[config.mk]
export PLATFORM = sky130hd
export DESIGN_NAME = sad_stream_generator
export DESIGN_NICKNAME = d
export VERILOG_FILES = /design/src/rtl/me_defs_pkg.sv /design/src/rtl/abs_diff.sv /design/src/rtl/sad_stream_generator.sv
export SDC_FILE = /design/constraint.sdc
export NUM_CORES = 1
export LEC_CHECK = 0
export ABC_AREA = 1
export CORE_UTILIZATION = 30
export CTS_CLUSTER_SIZE = 10
export DETAILED_ROUTE_END_ITERATION = 10
export PLACE_DENSITY = 0.45
export SLEW_MARGIN = 20
export SYNTH_ARGS = -nofsm -noshare
export SYNTH_HDL_FRONTEND = slang
export SYNTH_HIERARCHICAL = 1
export SYNTH_SLANG_ARGS = --single-unit
[constraint.sdc]
create_clock -name in_clk -period 2.4 [get_ports in_clk]
set_input_delay 0.36 -clock in_clk [delete_from_list [all_inputs] [get_ports in_clk]]
set_output_delay 0.36 -clock in_clk [all_outputs]
set_load 0.02 [all_outputs]
[src/rtl/me_defs_pkg.sv]
// Shared definitions for the motion-estimation SAD path: FSM encoding,
// default widths and the SAD saturation constant.
package me_defs_pkg;

  typedef enum logic [1:0] {
    StIdle  = 2'd0,
    StAccum = 2'd1,
    StDone  = 2'd2
  } me_state_e;

  localparam int unsigned PixelWidthDef   = 8;
  localparam int unsigned MaxDataWidthDef = 16;
  localparam logic [MaxDataWidthDef-1:0] SadMax = {MaxDataWidthDef{1'b1}};

endpackage

[src/rtl/abs_diff.sv]
// Combinational unsigned absolute difference |a-b|.
module abs_diff
  import me_defs_pkg::*;
#(
  parameter int unsigned PIXEL_WIDTH = PixelWidthDef
) (
  input  logic [PIXEL_WIDTH-1:0] a_i,
  input  logic [PIXEL_WIDTH-1:0] b_i,
  output logic [PIXEL_WIDTH-1:0] diff_o
);

  always_comb begin
    diff_o = (a_i >= b_i) ? (a_i - b_i) : (b_i - a_i);
  end

endmodule

[src/rtl/sad_stream_generator.sv]
// Accumulates saturating |cur-ref| over BLOCK_PIXELS pairs per candidate and
// emits one SAD pulse per candidate for NUM_CANDIDATES candidates per search.
module sad_stream_generator
  import me_defs_pkg::*;
#(
  parameter int unsigned MAX_DATA_WIDTH = MaxDataWidthDef,
  parameter int unsigned PIXEL_WIDTH    = PixelWidthDef,
  parameter int unsigned BLOCK_PIXELS   = 16,
  parameter int unsigned NUM_CANDIDATES = 16,
  parameter int unsigned COUNTER_WIDTH  = 9
) (
  input  logic                      in_clk,
  input  logic                      in_rst,
  input  logic                      in_start,
  input  logic [PIXEL_WIDTH-1:0]    in_cur_pixel,
  input  logic [PIXEL_WIDTH-1:0]    in_ref_pixel,
  input  logic                      in_pixel_valid,
  output logic                      out_pixel_ready,
  output logic [MAX_DATA_WIDTH-1:0] out_SAD,
  output logic                      out_SAD_valid,
  output logic [COUNTER_WIDTH-1:0]  out_candidate_idx,
  output logic                      out_busy,
  output logic                      out_done
);

  localparam int unsigned PixCntW = $clog2(BLOCK_PIXELS);
  localparam int unsigned SumW    = MAX_DATA_WIDTH + 1;
  localparam logic [PixCntW-1:0]        LastPix  = PixCntW'(BLOCK_PIXELS - 1);
  localparam logic [COUNTER_WIDTH-1:0]  LastCand = COUNTER_WIDTH'(NUM_CANDIDATES - 1);
  localparam logic [MAX_DATA_WIDTH-1:0] SadMaxW  = {MAX_DATA_WIDTH{1'b1}};

  me_state_e                 state_q, state_d;
  logic [MAX_DATA_WIDTH-1:0] acc_q, acc_d, sad_q, sad_d;
  logic [PixCntW-1:0]        pix_cnt_q, pix_cnt_d;
  logic [COUNTER_WIDTH-1:0]  cand_cnt_q, cand_cnt_d, idx_q, idx_d;
  logic                      sad_valid_q, sad_valid_d, done_q, done_d;

  logic [PIXEL_WIDTH-1:0]    diff;
  logic [SumW-1:0]           sum;
  logic [MAX_DATA_WIDTH-1:0] acc_sat;
  logic                      xfer, last_pix;

  abs_diff #(
    .PIXEL_WIDTH(PIXEL_WIDTH)
  ) u_abs_diff (
    .a_i   (in_cur_pixel),
    .b_i   (in_ref_pixel),
    .diff_o(diff)
  );

  // One spare bit catches the carry so the sum clamps instead of wrapping.
  always_comb begin
    sum      = {1'b0, acc_q} + SumW'(diff);
    acc_sat  = sum[MAX_DATA_WIDTH] ? SadMaxW : sum[MAX_DATA_WIDTH-1:0];
    xfer     = in_pixel_valid && (state_q == StAccum);
    last_pix = (pix_cnt_q == LastPix);
  end

  always_ff @(posedge in_clk or posedge in_rst) begin
    if (in_rst) begin
      state_q     <= StIdle;
      acc_q       <= '0;
      pix_cnt_q   <= '0;
      cand_cnt_q  <= '0;
      sad_q       <= '0;
      idx_q       <= '0;
      sad_valid_q <= 1'b0;
      done_q      <= 1'b0;
    end else begin
      state_q     <= state_d;
      acc_q       <= acc_d;
      pix_cnt_q   <= pix_cnt_d;
      cand_cnt_q  <= cand_cnt_d;
      sad_q       <= sad_d;
      idx_q       <= idx_d;
      sad_valid_q <= sad_valid_d;
      done_q      <= done_d;
    end
  end

  always_comb begin
    state_d = state_q;
    unique case (state_q)
      StIdle:  if (in_start) state_d = StAccum;
      StAccum: if (xfer && last_pix && (cand_cnt_q == LastCand)) state_d = StDone;
      StDone:  state_d = StIdle;
      default: state_d = StIdle;
    endcase
  end

  always_comb begin
    acc_d       = acc_q;
    pix_cnt_d   = pix_cnt_q;
    cand_cnt_d  = cand_cnt_q;
    sad_d       = sad_q;
    idx_d       = idx_q;
    sad_valid_d = 1'b0;
    // Registered one cycle after the final SAD pulse, i.e. while leaving DONE.
    done_d      = (state_q == StDone);
    if ((state_q == StIdle) && in_start) begin
      acc_d      = '0;
      pix_cnt_d  = '0;
      cand_cnt_d = '0;
    end else if (xfer) begin
      if (last_pix) begin
        sad_d       = acc_sat;
        sad_valid_d = 1'b1;
        idx_d       = cand_cnt_q;
        acc_d       = '0;
        pix_cnt_d   = '0;
        cand_cnt_d  = cand_cnt_q + COUNTER_WIDTH'(1);
      end else begin
        acc_d     = acc_sat;
        pix_cnt_d = pix_cnt_q + PixCntW'(1);
      end
    end
  end

  always_comb begin
    out_pixel_ready   = (state_q == StAccum);
    out_busy          = (state_q != StIdle);
    out_SAD           = sad_q;
    out_SAD_valid     = sad_valid_q;
    out_candidate_idx = idx_q;
    out_done          = done_q;
  end

endmodule

==> results of run 1 <==
-- layout make-up --
| cell class | instances | share of cell area (%) |
|---|---|---|
| clock buffer | 12 | 4.13 |
| sequential | 58 | 23.3 |
| inverter | 84 | 5.29 |
| timing repair buffer | 103 | 15.0 |
| multi-input combinational | 411 | 47.9 |
| clock inverter | 4 | 0.805 |
| tap | 176 | 3.54 |
-- sequential cells by signal, indices dropped and copies added, names as in the netlist --
register / flops
out_SAD: 16
state_q: 2
cand_cnt_q: 9
out_done: 1
acc_q: 16
out_SAD_valid: 1
out_candidate_idx: 9
pix_cnt_q: 4
-- cell usage after synthesis (3+ instances only) --
cell type and count:
xnor2_1 8, nor3_1 4, inv_1 78, a31oi_1 5
buf_2 5, xor2_1 4, dfrtp_1 58, nand3_2 14
nor2_1 31, nand2_1 214, o21ai_1 10, nand2_2 5
buf_6 5, nand4_1 8, ha_1 25, inv_2 5
o21ai_0 7, nor2_4 3, a21oi_1 12, nand3_1 32
fa_1 3
-- critical path, cell delays in order --
cell	delay, ns
buf_8	0.09
inv_8	0.03
ha_4	0.15
fa_2	0.37
inv_2	0.06
nand2_2	0.05
nand2_4	0.09
nand3_4	0.10
nand2_4	0.10
nor2_8	0.06
nand2_2	0.08
o21ai_4	0.06
ha_4	0.25
or2_4	0.25
nand3_4	0.10
nand2_4	0.06
nand3b_4	0.15
buf_12	0.16
nand3_4	0.08
nand2_2	0.05
nand2_1	0.05
-- routing by layer --
metal	vias to the layer above	part of all wire, %	GRT usage, %
li1	1974	-	-
met1	1799	49	21.9
met2	51	48	25.1
met3	9	2.4	3.54
met4	0	0.96	4.43
met5	-	0	0
-- through the flow --
step	setup WS, ns	hold WS, ns
floorplan	-0.241	0.424
global placement	-1.05	0.437
detailed placement	-1.14	0.443
CTS	-0.191	0.427
global route	-0.293	0.434
finish	-0.147	0.416
-- timing repair --
item,in CTS,in global routing
gates resized for setup,111,108
setup endpoints to repair,32,32
gates cloned,1,0
buffers inserted,8,3
pin swaps,41,66
-- where the power goes --
group | internal, uW | switching (uW)
sequential | 1330 | 301
combinational | 1660 | 1860
clock | 858 | 460
total | 3850 | 2620
-- how the worst max path moves through the flow --
| stage | to | cells after the start | slack, ns | startpoint |
|---|---|---|---|---|
| 2_1_floorplan | acc_q[10] | 20 | -0.24 | in_cur_pixel[0] |
| 5_1_grt | acc_q[5] | 22 | -0.29 | in_cur_pixel[0] |
| 3_5_place_dp | out_SAD[9] | 21 | -1.14 | in_cur_pixel[0] |
| 3_3_place_gp | out_SAD[9] | 21 | -1.05 | in_cur_pixel[0] |
| 4_1_cts | acc_q[11] | 22 | -0.19 | in_cur_pixel[0] |
| 6_report | acc_q[5] | 21 | -0.15 | in_cur_pixel[0] |
-- cells by family (layout without fill, tap and decap cells) --
logic type,after synthesis,in the layout
buffers and inverters,96,203
AO/OA/AOI/OAI,43,43
adder cells (fa/ha/maj),28,28
flip-flops,58,58
AND/OR/NAND/NOR,328,328
XOR/XNOR,12,12
==> flow_summary_export.csv, run 1 <==
group,metric,value,unit
run_status,outcome,"finished with violations",
run_status,violations,"negative setup slack",
detailed_routing,ant_nets,0,
sta,relSlewSlack,63.7,%
logic_synthesis,muxShareOfSynthArea,0,%
final_layout,fin_nets,715,
logic_synthesis,synth_edf_count,0,
setup_path,r2r-end,"acc_q[5]",
logic_synthesis,synthArstFlopShare,100,%
grt,first_global_vias,3816,
logic_synthesis,ys_seq_elements,58,
power_and_ir_drop,finalPower,6470,uW
clock_tree,insertion_delay,0.33,ns
power_and_ir_drop,p_leak,0.00311,uW
setup_path,crit_type,"primary input to register",
logic_synthesis,synth_compound_area_share,6.42,%
clock_tree,cts_root_buffer,"clkbuf_16",
sta,fin_ws,-0.147,ns
grt,overflow,0,
sta,finalHoldViolCount,0,
detailed_routing,dr.pass1.iters,4,
grt,grt_max_degree,59,
logic_synthesis,ys_seq_area_share,35.3,%
final_layout,syn2layout_area_growth,51.2,%
place,place_area,5140,um^2
place,io_buffers,48,
floorplan,die_area,14200,um^2
sta,grt_setup_unrepaired,"true",
logic_synthesis,synth_fa_ha_area_share,9.07,%
logic_synthesis,synthDistinctLibCells,42,
logic_synthesis,synthTopCellsByArea,"dfrtp_1 (35%), nand2_1 (20%), ha_1 (7.6%), inv_1 (7.1%), nand3_1 (3.9%)",
clock_tree,cts_made_buffers,9,
clock_tree,cts_tree,"done",
clock_tree,htreeDepth,3,
sta,max_freq,0.393,GHz
place,dp_hpwl,7690,um
setup_path,r2r_slack,0.44,ns
setup_path,worst_setup_path_end_kind,"register",
detailed_routing,vias,3833,
final_layout,num-fill-cells,1359,
detailed_routing,wl_per_cell,12.8,um
setup_path,required,2.62,ns
power_and_ir_drop,irDropWorstVdd,0.000537,V
floorplan,ios,49,
logic_synthesis,synth_top_area_share,35.3,%
sta,fin_crit_sh,106,%
final_layout,stdcell_count,848,
final_layout,final_area,6220,um^2
final_layout,diodes,0,
detailed_routing,vias_per_cell,4.52,
sta,maxSlewViolCount,0,
setup_path,r2r-start,"acc_q[0]",
setup_path,path_max_fanout,8,
logic_synthesis,yosys.area.top_type,"dfrtp_1",
logic_synthesis,synthFlopType,"dfrtp_1",
run,cap_violations,0,
final_layout,multi_input_area,2980,um^2
logic_synthesis,synth_cells,565,
detailed_routing,drt_first_iter_violations,178,
sta,worst_slew_pin_slew,0.540,ns
worst_hold_path,min_path_type,"primary input to async pin",
final_layout,post-route-util,46.8,%
sta,fin_tns_setup,-3.68,ns
setup_path,crit_path_start_kind,"primary input",
final_layout,final_common_cell,"nand2_1",
sta,setup_viol,32,
place,place.gp.congestion,0.826,
floorplan,core,13300,um^2
setup_path,critPathArrivalTime,2.76,ns
detailed_routing,totalWireLength,10800,um
clock_tree,hold_buffers,0,
grt,grt_pass1_wl,18200,um
floorplan,die_h,119,um
detailed_routing,drc,0,
floorplan,num_rows,42,
logic_synthesis,syn_nets,613,
floorplan,start_util,30.9,%
grt,grt_antenna_before_repair,0,
logic_synthesis,synth-simple-area-share,36.8,%
sta,fin_skew,0.00545,ns
power_and_ir_drop,p_per_area,1040,nW/um^2
final_layout,layout-drive-gt1-share,36.8,%
place,placedCellCount,820,
logic_synthesis,avgSynthCellArea,7.28,um^2
setup_path,reg2reg_depth,11,
sta,finalCriticalPeriod,2.55,ns
clock_tree,clockBufferDepth,2,
final_layout,final_cell_mix,"nand2_1 (164), inv_1 (64), dfrtp_1 (58), nand2_2 (44), buf_4 (42)",
grt,track_usage,16.0,%
logic_synthesis,synth_top_family_by_area,"simple AND/OR/NAND/NOR gates",
clock_tree,clock_sinks,58,
logic_synthesis,syn_area,4110,um^2
logic_synthesis,ys_warn_count,6,
clock_tree,cts.clk_slew.worst_paths,0.05,ns
logic_synthesis,synth_xor_area_share,2.56,%
final_layout,regArea,1450,um^2
floorplan,die_x,119,um
(Power assumes the default switching activity.)
==> run 2, diff against run 1 <==
Settings changed: CORE_ASPECT_RATIO set to 1.25.
==> flow_summary_export.csv, run 2 (synthesis results as in run 1) <==
group,metric,value,unit
run_status,outcome,"finished with violations",
run_status,violations,"negative setup slack",
setup_path,crit_chain,"clkdlybuf4s15_1 -> inv_2 -> ha_4 -> nand2_2 -> buf_6 -> nor2_4 -> nand3_4 -> nand2_4 -> nor2_8 -> nand2_2 -> o21ai_2 -> ha_1 -> or2_4 -> nand3_4 -> nand2_4 -> nand3b_4 -> buf_6 -> nand3_2 -> nand2_1 -> nand2_1",
sta,maxSlewViolCount,0,
clock_tree,clockBufferDepth,2,
setup_path,r2r_slack,0.47,ns
floorplan,die_area,14200,um^2
setup_path,path_max_fanout,7,
final_layout,final_common_cell,"nand2_1",
detailed_routing,dr_wl_met3,205,um
clock_tree,insertion_delay,0.32,ns
detailed_routing,ant_nets,0,
final_layout,final_cell_mix,"nand2_1 (176), inv_1 (64), dfrtp_1 (58), buf_4 (42), nand2_2 (37)",
final_layout,num-fill-cells,1373,
grt,grt_pass1_wl,18300,um
place,dp_hpwl,7990,um
place,place_area,5170,um^2
power_and_ir_drop,irDropWorstVdd,0.000442,V
setup_path,required,2.62,ns
final_layout,post-route-util,44.7,%
sta,setup_viol,32,
detailed_routing,wl_met2,5670,um
place,place.gp.congestion,0.810,
detailed_routing,vias,3839,
clock_tree,cts_tree,"done",
grt,overflow,0,
setup_path,r2r-start,"acc_q[0]",
sta,fin_crit_sh,108,%
detailed_routing,drt_first_iter_violations,178,
setup_path,critical-path-slowest-cell,"ha_1",
setup_path,reg2reg_depth,11,
setup_path,slowest_delay,0.31,ns
detailed_routing,dr.pass1.iters,4,
clock_tree,htreeDepth,3,
clock_tree,hold_buffers,0,
final_layout,syn2layout_area_growth,44.6,%
final_layout,final_area,5950,um^2
sta,fin_ws,-0.194,ns
floorplan,die_h,133,um
floorplan,start_util,30.9,%
floorplan,die_x,107,um
floorplan,ios,49,
sta,fin_skew,0.00665,ns
detailed_routing,totalWireLength,10600,um
sta,worst_slew_pin_slew,0.616,ns
sta,finalCriticalPeriod,2.59,ns
detailed_routing,wl_per_cell,12.6,um
grt,first_global_vias,3922,
floorplan,num_rows,47,
grt,grt_max_degree,27,
detailed_routing,vias_per_cell,4.56,
setup_path,r2r-end,"acc_q[9]",
clock_tree,clock_sinks,58,
final_layout,diodes,0,
clock_tree,cts.clk_slew.worst_paths,0.05,ns
final_layout,fin_nets,714,
sta,finalHoldViolCount,0,
detailed_routing,met1Wirelength,4500,um
sta,grt_setup_unrepaired,"true",
worst_hold_path,min_path_type,"primary input to async pin",
power_and_ir_drop,p_leak,0.00305,uW
run,cap_violations,0,
floorplan,core,13300,um^2
setup_path,critPathArrivalTime,2.81,ns
setup_path,worst_setup_path_end_kind,"register",
final_layout,layout-drive-gt1-share,32.0,%
grt,track_usage,16.2,%
sta,relSlewSlack,58.8,%
clock_tree,cts_made_buffers,9,
grt,grt_antenna_before_repair,0,
clock_tree,cts_root_buffer,"clkbuf_16",
detailed_routing,top_layer,"met4",
detailed_routing,drc,0,
setup_path,crit_type,"primary input to register",
setup_path,crit_path_start_kind,"primary input",
power_and_ir_drop,p_per_area,1010,nW/um^2
place,io_buffers,48,
sta,max_freq,0.386,GHz
run 2: how the worst max path moves through the flow:
stage	from	to	depth (start not counted)
5_1_grt	in_cur_pixel[0]	acc_q[10]	21
6_report	in_ref_pixel[7]	acc_q[9]	20
3_5_place_dp	in_cur_pixel[0]	acc_q[15]	21
3_3_place_gp	in_cur_pixel[0]	out_SAD[6]	22
2_1_floorplan	in_cur_pixel[0]	acc_q[10]	20
4_1_cts	in_cur_pixel[0]	acc_q[9]	22
run 2: metrics by stage:
step	TNS, ns	setup slack, ns	total power, uW	hold WS [ns]	cells
2_1_floorplan	-6.76	-0.241	3250	0.424	565
3_3_place_gp	-32.89	-1.07	4250	0.443	821
3_5_place_dp	-33.43	-1.09	4280	0.452	821
4_1_cts	-5.64	-0.204	5830	0.449	842
5_1_grt	-8.95	-0.339	6500	0.483	842
6_report	-4.83	-0.194	6030	0.420	842
run 2: final cells by class:
| cell class | instances | area, um^2 | share of cell area [%] |
|---|---|---|---|
| Clock buffer | 11 | 243 | 4.08 |
| Sequential cell | 58 | 1450 | 24.4 |
| Inverter | 84 | 328 | 5.51 |
| Clock inverter | 5 | 53.8 | 0.905 |
| Multi-Input combinational cell | 411 | 2750 | 46.3 |
| Tap cell | 171 | 214 | 3.60 |
| Timing Repair Buffer | 102 | 903 | 15.2 |
run 2: layer usage:
metal  vias up  global-route usage (%)
met2        48                    29.7
met5         -                       0
li1       1969                       -
met1      1804                    18.5
met4         0                    7.15
met3        18                    2.22
run 2: report_power, final:
| part | total, uW | internal (uW) | switching, uW |
|---|---|---|---|
| clock network | 1270 | 827 | 447 |
| registers | 1610 | 1330 | 288 |
| logic | 3140 | 1470 | 1660 |
| total | 6030 | 3630 | 2400 |
run 2: timing repair:
item | in CTS | in global routing
gates resized for setup | 103 | 63
endpoints found under the setup margin | 32 | 32
pin swaps | 38 | 42
buffers inserted | 4 | 0
cloned | 1 | 0
run 2: worst max-delay path: cells and delay by family:
family	cells	cell delay (ns)
buffers and inverters	4	0.49
AND/OR/NAND/NOR	13	1.30
adder cells (fa/ha/maj)	2	0.58
AO/OA/AOI/OAI	1	0.06
